--- src/rtl/seq_shifter.sv ---
// Multi-cycle shifter: one bit position per clock behind valid/ready handshakes.
// Define SEQ_SHIFTER_ROTATE_EN to enable the rotate (rot) operation.
module seq_shifter #(
  parameter int WIDTH = 8,
  parameter int SHW   = 3
) (
  input  logic             clk,
  input  logic             rst,
  input  logic             in_valid,
  output logic             in_ready,
  input  logic [WIDTH-1:0] din,
  input  logic [SHW-1:0]   shamt,
  input  logic             lr,
  input  logic             al,
  input  logic             rot,
  output logic             out_valid,
  input  logic             out_ready,
  output logic [WIDTH-1:0] dout,
  output logic             busy
);

  typedef enum logic [1:0] {IDLE, SHIFT, DONE} state_t;

  state_t           state;
  logic [WIDTH-1:0] data_q;
  logic [SHW-1:0]   cnt_q;
  logic             lr_q;
  logic             al_q;
  logic             accept;
  logic             fill_l;
  logic             fill_r;
  logic [WIDTH-1:0] step_data;

`ifdef SEQ_SHIFTER_ROTATE_EN
  logic rot_q;
`else
  logic unused_rot;
  assign unused_rot = rot;
`endif

  assign in_ready = (state == IDLE) || ((state == DONE) && out_ready);
  assign accept   = in_valid && in_ready;
  assign dout     = data_q;

  // One-position step of the working register; the fill bit picks the operation.
  always_comb begin
    fill_l = 1'b0;
    fill_r = al_q & data_q[WIDTH-1];
`ifdef SEQ_SHIFTER_ROTATE_EN
    if (rot_q) begin
      fill_l = data_q[WIDTH-1];
      fill_r = data_q[0];
    end
`endif
    if (lr_q)
      step_data = {data_q[WIDTH-2:0], fill_l};
    else
      step_data = {fill_r, data_q[WIDTH-1:1]};
  end

  always_ff @(posedge clk or posedge rst) begin
    if (rst) begin
      state     <= IDLE;
      data_q    <= '0;
      cnt_q     <= '0;
      lr_q      <= 1'b0;
      al_q      <= 1'b0;
`ifdef SEQ_SHIFTER_ROTATE_EN
      rot_q     <= 1'b0;
`endif
      out_valid <= 1'b0;
      busy      <= 1'b0;
    end else begin
      case (state)
        IDLE, DONE: begin
          if (accept) begin
            data_q <= din;
            cnt_q  <= shamt;
            lr_q   <= lr;
            al_q   <= al;
`ifdef SEQ_SHIFTER_ROTATE_EN
            rot_q  <= rot;
`endif
            busy   <= 1'b1;
            // A zero shift amount skips SHIFT so the result appears one cycle later.
            if (shamt == '0) begin
              state     <= DONE;
              out_valid <= 1'b1;
            end else begin
              state     <= SHIFT;
              out_valid <= 1'b0;
            end
          end else if ((state == DONE) && out_ready) begin
            state     <= IDLE;
            out_valid <= 1'b0;
            busy      <= 1'b0;
          end
        end
        SHIFT: begin
          data_q <= step_data;
          cnt_q  <= cnt_q - 1'b1;
          if (cnt_q == SHW'(1)) begin
            state     <= DONE;
            out_valid <= 1'b1;
          end
        end
        default: begin
          state     <= IDLE;
          out_valid <= 1'b0;
          busy      <= 1'b0;
        end
      endcase
    end
  end

endmodule

--- config.mk ---
export PLATFORM = sky130hd
export DESIGN_NAME = seq_shifter
export DESIGN_NICKNAME = d
export VERILOG_FILES = /design/src/rtl/seq_shifter.sv
export SDC_FILE = /design/constraint.sdc
export NUM_CORES = 1
export LEC_CHECK = 0
export ABC_AREA = 1
export BUFFER_PORTS_ARGS = -buffer_cell sky130_fd_sc_hd__clkbuf_2
export CORE_UTILIZATION = 54
export DETAILED_ROUTE_END_ITERATION = 7
export PLACE_DENSITY_LB_ADDON = 0.12
export REMOVE_ABC_BUFFERS = 1
export SETUP_SLACK_MARGIN = 0.3
export SLEW_MARGIN = 10
export SYNTH_ARGS = -nofsm -noshare
export SYNTH_HDL_FRONTEND = slang
export SYNTH_SLANG_ARGS = --single-unit
--- constraint.sdc ---
create_clock -name clk -period 1.8 [get_ports clk]
set_input_delay 0.36 -clock clk [delete_from_list [all_inputs] [get_ports clk]]
set_output_delay 0.36 -clock clk [all_outputs]
set_load 0.05 [all_outputs]
Yosys cells after proc, flatten, opt, wreduce, memory -nomap -nowiden. Index checks and enable logic that the tools add are counted.

Register bits: 17. Input bits: 18. Output and inout port bits: 11. Word-level logic and storage cells: 44.

Add/subtract/negate cells: 1. Eq/ne operators: 6. Multiplexer cells: 17. Bitwise gates (word level): 2. Reduce and logical (&&, ||, !) cells: 11.

Operators with widths (count): 8-bit two-way mux (2); 8-bit case mux with 2 select lines (1); 2-bit two-way mux (4); 2-bit AND reduction (4); 3-bit case mux with 2 select lines (1); 1-bit two-way mux (5); 2-bit != test (second input constant) (2); 1-bit case mux with 2 select lines (2); 2-bit case mux with 2 select lines (1); 3-bit by 1-bit equality test with 1-bit output (second input constant) (1); 3-bit logical NOT (1); 3-bit two-way mux (1); 3-bit != test (second input constant) (1); 3-bit by 1-bit subtractor with 3-bit output (second input constant) (1); 2-bit by 1-bit equality test with 1-bit output (second input constant) (1); 2-bit equality test (second input constant) (1); 1-bit logical AND (2); 2-bit logical NOT (1); 2-bit nonzero test (1); 2-bit OR reduction (1); 1-bit AND (1); 1-bit logical OR (1); 1-bit inverter (1).

Depth between registers and ports, before layout. Gate-level depths: netlist of run 1.

Depth after elaboration: 6. Gate-level depth with buffers: 8. Mapped depth without buffers: 8.

Worst setup path after synthesis of run 1. No wires, ideal clock.

Path kind: register to output. Start: register, netlist name out_valid. End: output port in_ready. Arrival: 1.586 ns. Required time: 1.440 ns. Path slack: -0.146 ns. Cell stages (with the launch flop): 2. Path buffers: 0. Path through: dfrtp_1 > a21oi_1.

RTL lines: end, declared (line 10) `output logic in_ready,`.

Final worst setup path of run 1.
Start: register state[0]. End: output port in_ready.

Longest elaborated chain between the ends: 3. Elaborated cells on any way between the ends: 4. Classes of those cells: eq/ne (1); reduce/logical (3).

Ends and longest elaborated chain: start, declared (line 24) `state_t state;`; start signal, assigned (line 63) `state <= IDLE;`; start signal, assigned (line 87) `state <= DONE;`; start signal, assigned (line 90) `state <= SHIFT;`; 2-bit equality test (line 41) `assign in_ready = (state == IDLE) || ((state == DONE) && out_ready);`; 1-bit logical AND (line 41); 1-bit logical OR * (line 41).

Mark *: on every way between the ends. The rest lies on a longest branch, timed or not.

==> flow_summary_export.csv, run 1 <==
group,metric,value,unit
drt,drtAntennaViolNets,0,
place,io_buffers,27,
clock_network,cts_made_buffers,3,
logic_synthesis,synth_area_leader_cell,"dfrtp_1",
timing,hold_slack,0.1159,ns
power_and_ir_drop,p_leak,0.6861,nW
finish,postLayoutCellArea,1204,µm²
clock_network,cts_tree,"done",
timing,relSlewSlack,58.26,%
drt,drt_iter0_markers,28,
timing,rsz0062_at_grt,"no",
logic_synthesis,synth_area,982.2,µm²
drt,drt_pass1_iterations,4,
timing,final_max_slew_viol_count,0,
grt,grt_first_pass_wirelength,3519,µm
floorplan,chipHeight,44.65,µm
grt,grt_overflow,0,
logic_synthesis,synth_seq_cells,16,
timing,tightest_slew,0.6254,ns
finish,fillers,142,
power_and_ir_drop,ir_drop,0.001400,V
place,dpl_cell_area,1121,µm²
clock_network,cts.sinks,16,
grt,grt_pass1_vias,839,
worst_setup_path,arrival,1.08,ns
clock_network,ctsHoldBuffers,0,
timing,fin_skew,0.004761,ns
clock_network,clk_path_buf_depth,2,
logic_synthesis,syn_avg_cell_area,7.169,µm²
finish,areaGrowthSynthToFinish,22.55,%
logic_synthesis,ys_types,22,
clock_network,path_clk_slew,0.10,ns
worst_setup_path,critPathMaxFanout,4,
worst_setup_path,crit_path_end_kind,"primary output",
run,maxCapViolations,0,
drt,drt-wirelength-per-cell,11.52,µm
clock_network,root_buffer,"clkbuf_4",
timing,final-setup-viol-count,0,
drt,vias,931,
power_and_ir_drop,power_density,2136,nW/µm²
grt,grt_usage,24.74,%
timing,finalCritPeriodShare,80.18,%
drt,wirelength,2224,µm
timing,fin_crit,1.443,ns
logic_synthesis,synth_top_area_share,40.76,%
grt,grt_max_degree,18,
drt,viasPerCell,4.824,
grt,antenna_found_initial,0,
logic_synthesis,synth_warnings,0,
worst_setup_path,cp.required,1.44,ns
place,dpl.hpwl,1544,µm
timing,fmax,692.9,MHz
floorplan,die_area,1994,µm²
timing,hold_viol,0,
finish,drive_above_1_share,30.36,%
floorplan,core.rowCount,15,
place,gp_congestion,0.7675,
finish,antenna_cells,0,
floorplan,core,1708,µm²
floorplan,io_pins,29,
logic_synthesis,ys_seq_area_share,40.76,%
floorplan,start_util,57.51,%
worst_setup_path,cp-start-kind,"register",
finish,finalNetCount,189,
clock_network,htreeDepth,1,
clock_network,clk_latency,0.28,ns
worst_setup_path,worstSetupPathType,"register to primary output",
logic_synthesis,synthCells,137,
hold_path,min_path_type,"primary input to async pin",
status,status,"finished, final reports clean",
logic_synthesis,synth.area.top_cells,"dfrtp_1 (41%), nand2_1 (22%), inv_1 (5.0%), nor2_1 (3.4%), nand3_1 (3.1%)",
floorplan,die_w,44.65,µm
drt,drc,0,
-- routing by layer --
metal / track usage, % / up-vias / share of wire, %
li1: - / 487 / -
met1: 29.41 / 418 / 47
met2: 44.41 / 24 / 50
met3: 2.857 / 2 / 3.2
met4: 10.91 / 0 / 0.58
met5: 0 / - / 0
-- power breakdown --
group	switching, mW	internal [mW]
clock	0.116	0.123
sequential	0.175	0.540
combinational	1.13	0.485
total	1.42	1.15
-- cells in the final DEF, fill, tap and decap left out --
cell / netlist / routed
a31o_1: 1 / 1
dfrtp_1: 16 / 14
a21oi_1: 3 / 2
nand3_1: 6 / 6
clkinv_1: 1 / 1
nand3_2: 3 / 3
o21ai_1: 5 / 5
nand2_2: 1 / 1
nor2_1: 9 / 9
o211ai_1: 2 / 2
o21ai_0: 3 / 3
inv_1: 13 / 13
clkbuf_4: 0 / 3
nand2_1: 58 / 58
o21a_1: 1 / 1
buf_8: 0 / 1
clkbuf_2: 0 / 26
inv_2: 4 / 4
a21oi_4: 0 / 1
nor2_4: 1 / 1
ha_1: 2 / 2
o21ai_2: 2 / 2
buf_4: 0 / 3
clkbuf_8: 0 / 1
or2_2: 1 / 1
dfrtp_2: 0 / 2
nand2_4: 2 / 2
-- metrics by stage --
| step | power [mW] | TNS (ns) | worst slack (ns) | std cells | util, % |
|---|---|---|---|---|---|
| 2_1_floorplan | 1.877 | -0.3185 | -0.1465 | 134 | - |
| 3_3_place_gp | 2.173 | 0 | 0.3912 | 186 | 65.64 |
| 3_5_place_dp | 2.239 | 0 | 0.3954 | 186 | 65.64 |
| 4_1_cts | 2.530 | 0 | 0.3018 | 192 | 69.52 |
| 5_1_grt | 2.775 | 0 | 0.3160 | 193 | 70.48 |
| 6_report | 2.571 | 0 | 0.3568 | 193 | 70.48 |
-- flip-flops by register name (all words and copies together) (netlist names) --
name and cells:
busy 1, dout 8, al_q 1, state 1, cnt_q 3, out_valid 1
lr_q 1
-- worst max-delay path: stages, from the launching register on --
cell	delay, ns
dfrtp_2	0.48
a21oi_4	0.16
buf_8	0.16
-- timing repair --
item,in CTS,in global routing
setup endpoints to repair,2,1
pin swaps,0,1
setup buffers,2,1
resized for setup,5,2
-- cell families (layout without fill, tap and decap cells) --
group,Yosys count,count (layout),synth area share [%]
and+or+nand+nor,81,81,36.43
adders and majority gates,2,2,2.547
AOI/OAI and AO/OA,17,17,10.57
DFF,16,16,40.76
buffers and inverters,21,52,9.680
-- cell usage after synthesis (all sizes together) --
master,number
dfrtp,16
nor2,10
or2,1
nand2,61
o21a,1
a31o,1
clkinv,1
inv,17
o21ai,10
a21oi,3
nand3,9
buf,3
ha,2
o211ai,2
-- layout make-up --
class	instances	area (µm²)	share of cell area, %
sequential	16	402.9	33.47
timing repair buffer	30	167.7	13.93
clock buffer	4	36.28	3.015
multi-input combinational	100	498.0	41.37
tap	25	31.28	2.599
inverter	18	67.56	5.613
-- path summary, 6_finish.rpt --
path | cells after the start | slack (ns) | startpoint | endpoint
worst min-delay path | 2 | 0.12 | rst | cnt_q[0]
max in group asynchronous | 2 | 1.25 | rst | state[0]
worst max register to register | 7 | 0.38 | out_valid | dout[4]
worst max-delay path | 2 | 0.36 | state[0] | in_ready
min in group clk | 3 | 0.31 | al | al_q
worst min register to register | 2 | 0.52 | al_q | al_q
No activity file was read; power rests on OpenSTA's default activity.
==> inputs of run 2 (changes only) <==
- ABC_AREA: 1 -> 0
- CORE_UTILIZATION: 54 -> 49
- clock period: 1.8 -> 1.5 ns (I/O delays scaled with it)
==> run 2 against run 1 <==
Combinational power up 77%. Critical path depth is 1 higher. Wire length increased by 31%. Register-to-register slack lost 0.27 ns. Largest power group unchanged.
==> flow_summary_export.csv, run 2 <==
group,metric,value,unit
clock_network,cts_made_buffers,3,
worst_setup_path,cp_cell_sequence,"nor2b_4 > nor2_4 > buf_8",
floorplan,die_w,46.11,µm
floorplan,die_area,2126,µm²
worst_setup_path,critPathMaxFanout,2,
logic_synthesis,ys_types,29,
clock_network,cts_tree,"done",
drt,viasPerCell,5.700,
finish,layout_common_cells,"buf_4 (20), clkbuf_2 (16), dfrtp_1 (14)",
logic_synthesis,synth_warnings,0,
clock_network,cts.sinks,16,
logic_synthesis,synth_area_leader_cell,"dfrtp_1",
worst_setup_path,cp.required,1.20,ns
timing,fin_crit,1.422,ns
drt,drt_pass1_iterations,4,
timing,rsz0062_at_grt,"yes",
clock_network,root_buffer,"clkbuf_4",
logic_synthesis,synth_edf_count,0,
place,io_buffers,27,
grt,grt_usage,26.91,%
timing,final_max_slew_viol_count,0,
clock_network,htreeDepth,1,
status,status,"finished, final reports clean",
finish,final_core_util,85.68,%
worst_setup_path,r2r_slack,0.11,ns
logic_synthesis,yosysMostFrequentCell,"dfrtp_1",
grt,grt_overflow,0,
logic_synthesis,syn_avg_cell_area,10.36,µm²
drt,drt-wirelength-per-cell,17.17,µm
worst_setup_path,reg2reg_from,"out_valid",
worst_setup_path,worst_path_max_delay_cell,"dfrtp_1",
drt,wirelength,2919,µm
grt,grt_first_pass_wirelength,3864,µm
floorplan,chipHeight,46.11,µm
grt,antenna_found_initial,0,
finish,areaGrowthSynthToFinish,60.24,%
grt,grt_pass1_vias,875,
timing,fmax,703.4,MHz
worst_setup_path,cpPeakStageDelay,0.41,ns
clock_network,clk_path_buf_depth,2,
worst_setup_path,crit_path_end_kind,"primary output",
place,post-place-ws,0.06931,ns
place,dpl.hpwl,1557,µm
drt,vias,969,
floorplan,start_util,53.47,%
logic_synthesis,synth_common_cells,"dfrtp_1 (16), nand2_1 (10), a21o_1 (7), a32o_1 (7), mux2i_1 (7)",
logic_synthesis,synth_area,953.4,µm²
logic_synthesis,synth_top_area_share,41.99,%
hold_path,min_path_type,"primary input to async pin",
timing,fin_skew,0.007861,ns
logic_synthesis,synthFlopType,"dfrtp_1",
finish,layout_commonest_cell,"buf_4",
worst_setup_path,cp-start-kind,"register",
timing,relSlewSlack,58.04,%
timing,finalWorstSetupSlack,0.07843,ns
power_and_ir_drop,power_density,2661,nW/µm²
finish,finalNetCount,166,
timing,hold_slack,0.03928,ns
place,dp.cells,147,
timing,finalCritPeriodShare,94.77,%
worst_setup_path,critPathBufInv,1,
finish,stdcell_count,170,
logic_synthesis,synth_seq_cells,16,
power_and_ir_drop,fin_total_pwr,4.066,mW
grt,grt_max_degree,17,
drt,drc,0,
worst_setup_path,worstSetupPathType,"register to primary output",
clock_network,path_clk_slew,0.10,ns
place,gp_congestion,0.7521,
power_and_ir_drop,p_leak,0.7652,nW
drt,drtAntennaViolNets,0,
logic_synthesis,synthArstFlopShare,100.0,%
floorplan,core.rowCount,15,
logic_synthesis,synth.area.top_cells,"dfrtp_1 (42%), a32o_1 (7.3%), mux2i_1 (7.3%), a21o_1 (5.5%), nand2_1 (3.9%)",
drt,drt_iter0_markers,17,
finish,antenna_cells,0,
worst_setup_path,arrival,1.12,ns
run,maxCapViolations,0,
clock_network,clk_latency,0.30,ns
floorplan,io_pins,29,
logic_synthesis,synthCells,92,
floorplan,core,1783,µm²
finish,drive_above_1_share,53.79,%
logic_synthesis,ys_seq_area_share,41.99,%
timing,tightest_slew,0.6287,ns
power_and_ir_drop,ir_drop,0.002024,V
worst_setup_path,critical-path-top-delay-family,"flip-flops",
worst_setup_path,crit_start,"out_valid",
timing,final-setup-viol-count,0,
finish,largest_reg_flops,8,
timing,hold_viol,0,
==> run 2: cell types whose count changed in the layout (fill, tap and decap cells not counted), sizes merged, moves of 5 or more <==
cell / before / now
nand2: 61 / 10
nand3: 9 / 0
o21ai: 10 / 4
inv: 17 / 5
buf: 4 / 34
clkbuf: 30 / 24
mux2i: 0 / 7
a21o: 0 / 7
a32o: 0 / 7
nor2b: 0 / 5
nor2: 10 / 4
==> run 2: cells by family after synthesis <==
kind of cell | count (synthesis) | synth area share (%)
adder cells (fa/ha/maj) | 2 | 2.624
AO/OA/AOI/OAI | 27 | 24.02
multiplexers | 11 | 12.47
AND/OR/NAND/NOR | 26 | 13.12
flip-flops | 16 | 41.99
buffers and inverters | 10 | 5.774
==> run 2: area by class of cell <==
cell class / count / area, µm²
timing repair buffer: 54 / 469.2
fill: 96 / 255.2
tap: 25 / 31.28
multi-input combinational: 66 / 569.3
sequential: 16 / 402.9
clock buffer: 4 / 36.28
inverter: 5 / 18.77
==> run 2: final timing paths <==
path                            end  cells after the start
max                        in_ready                      3
min                         dout[0]                      2
max reg2reg                cnt_q[0]                      5
min reg2reg                    al_q                      1
max in group asynchronous      lr_q                      2
min in group clk               al_q                      2
==> run 2: where the power goes <==
| group | switching, mW | internal (mW) |
|---|---|---|
| sequential | 0.245 | 0.663 |
| clock | 0.151 | 0.148 |
| combinational | 1.43 | 1.43 |
| total | 1.83 | 2.24 |
==> run 2: what timing repair did <==
action,4_1_cts,5_1_grt
hold buffers,0,0
endpoints found under the setup margin,25,24
setup buffers,12,7
pin swaps,2,5
resized for setup,37,21
==> run 2: layer usage <==
layer	track usage (%)	wire [µm]
met5	0	0
met4	14.71	83
met3	3.922	151
met2	41.69	1390
met1	36.00	1293
==> run 2: through the flow <==
step,setup TNS [ns],cell area (µm²)
global route,0,1528
finish,0,1528
detailed placement,0,1144
floorplan,-3.957,917.1
CTS,0,1418
global placement,0,1144
==> inputs of run 3 (changes only) <==
- ABC_AREA: 0 -> 1
- CORE_UTILIZATION: 49 -> 50
==> run 3 against run 2 <==
Count of clock-buffer cells in the layout unchanged. Combinational power down 5%. Fmax up 3.2%. Highest routed layer unchanged. Clock power up 1%. Flip-flop and latch count unchanged. Final cell count up 23%. Total power down 4.5%. Critical path depth down 1.
==> flow_summary_export.csv, run 3 (same netlist as run 1, synthesis figures left out) <==
group,metric,value,unit
worst_setup_path,reg2regPathDepth,9,
finish,largest_reg_flops,8,
place,dp.cells,187,
clock_network,cts_tree,"done",
floorplan,die_area,2146,µm²
worst_setup_path,arrival,1.08,ns
worst_setup_path,cp-start-kind,"register",
timing,rsz0062_at_grt,"yes",
hold_path,min_path_type,"primary input to async pin",
worst_setup_path,worst_path_max_delay_cell,"dfrtp_2",
finish,areaGrowthSynthToFinish,52.87,%
timing,hold_viol,0,
place,io_buffers,27,
finish,final_core_util,84.21,%
grt,grt_pass1_vias,935,
clock_network,clk_path_buf_depth,2,
timing,fin_crit,1.378,ns
drt,drtAntennaViolNets,0,
finish,layout_commonest_cell,"nand2_1",
worst_setup_path,cpPeakStageDelay,0.45,ns
finish,finalNetCount,205,
drt,drt_pass1_iterations,4,
worst_setup_path,worstSetupPathType,"register to primary output",
worst_setup_path,cp.required,1.20,ns
drt,drc,0,
clock_network,path_clk_slew,0.11,ns
finish,stdcell_count,209,
drt,wirelength,2682,µm
worst_setup_path,reg2reg_from,"out_valid",
place,dpl.hpwl,1465,µm
timing,finalCritPeriodShare,91.85,%
floorplan,core.rowCount,15,
drt,vias,1081,
grt,grt_usage,26.79,%
timing,fmax,725.8,MHz
timing,tightest_slew,0.6463,ns
power_and_ir_drop,power_density,2586,nW/µm²
worst_setup_path,r2r-end,"out_valid",
clock_network,cts.sinks,16,
clock_network,ctsHoldBuffers,0,
timing,finalWorstSetupSlack,0.1223,ns
drt,viasPerCell,5.172,
timing,hold_slack,0.06085,ns
run,maxCapViolations,0,
drt,drt-wirelength-per-cell,12.83,µm
finish,drive_above_1_share,41.30,%
clock_network,cts_made_buffers,3,
clock_network,root_buffer,"clkbuf_4",
timing,final-setup-viol-count,0,
worst_setup_path,critPathBufInv,1,
clock_network,htreeDepth,1,
timing,final_max_slew_viol_count,0,
clock_network,clk_latency,0.30,ns
floorplan,die_w,46.32,µm
finish,antenna_cells,0,
floorplan,core,1783,µm²
place,post-place-ws,0.2062,ns
power_and_ir_drop,ir_drop,0.002017,V
drt,drt_iter0_markers,19,
floorplan,start_util,55.09,%
timing,fin_setup_tns,0,ns
grt,grt_max_degree,17,
grt,grt_overflow,0,
power_and_ir_drop,p_leak,0.8078,nW
worst_setup_path,cp_cell_sequence,"a21oi_4 > buf_8",
worst_setup_path,critical-path-top-delay-family,"flip-flops",
worst_setup_path,crit_path_end_kind,"primary output",
worst_setup_path,critPathMaxFanout,3,
grt,antenna_found_initial,0,
place,gp_congestion,0.8422,
floorplan,io_pins,29,
timing,relSlewSlack,56.87,%
status,status,"finished, final reports clean",
timing,fin_skew,0.008498,ns
worst_setup_path,r2r_slack,0.14,ns
floorplan,chipHeight,46.32,µm
finish,layout_common_cells,"nand2_1 (56), clkbuf_2 (16), dfrtp_1 (14)",
grt,grt_first_pass_wirelength,3981,µm
-- run 3: area by class of cell --
class | instances | area (µm²)
fill | 111 | 281.5
sequential | 16 | 402.9
clock buffer | 4 | 36.28
inverter | 18 | 70.07
timing repair buffer | 45 | 385.4
multi-input combinational | 101 | 575.6
tap | 25 | 31.28
-- run 3: worst max-delay path by stage --
stage,cells past startpoint,endpoint,slack (ns),from
after detailed placement,6,dout[0],0.21,state[0]
after CTS,2,in_ready,0.13,state[0]
after global placement,6,dout[2],0.23,state[0]
after global routing,8,dout[4],0.08,out_valid
final,2,in_ready,0.12,out_valid
after floorplan,2,state[0],-0.39,out_valid
-- run 3: metal layers --
metal | vias up | part of all wire [%] | global-route usage [%]
met1 | 502 | 41 | 32.11
met5 | - | 0 | 0
met3 | 6 | 5.7 | 2.353
met4 | 0 | 2.0 | 8.824
li1 | 527 | - | -
met2 | 46 | 51 | 49.17
-- run 3: metrics by stage --
stage	power (mW)	area, µm²
after floorplan	2.253	954.7
after global placement	2.620	1129
after detailed placement	2.662	1129
after CTS	3.624	1443
after global routing	4.138	1501
final	3.883	1501
-- run 3: repair_timing --
item,CTS,global route
gates cloned,1,0
gates resized for setup,37,21
setup endpoints to repair,20,25
pin swaps,9,6
endpoints found under the hold margin,0,0
buffers inserted,15,2
-- run 3: where the power goes --
part / total (mW) / internal (mW) / switching, mW
registers: 0.847 / 0.648 / 0.199
clock network: 0.303 / 0.148 / 0.155
logic: 2.73 / 1.13 / 1.60
total: 3.88 / 1.93 / 1.95
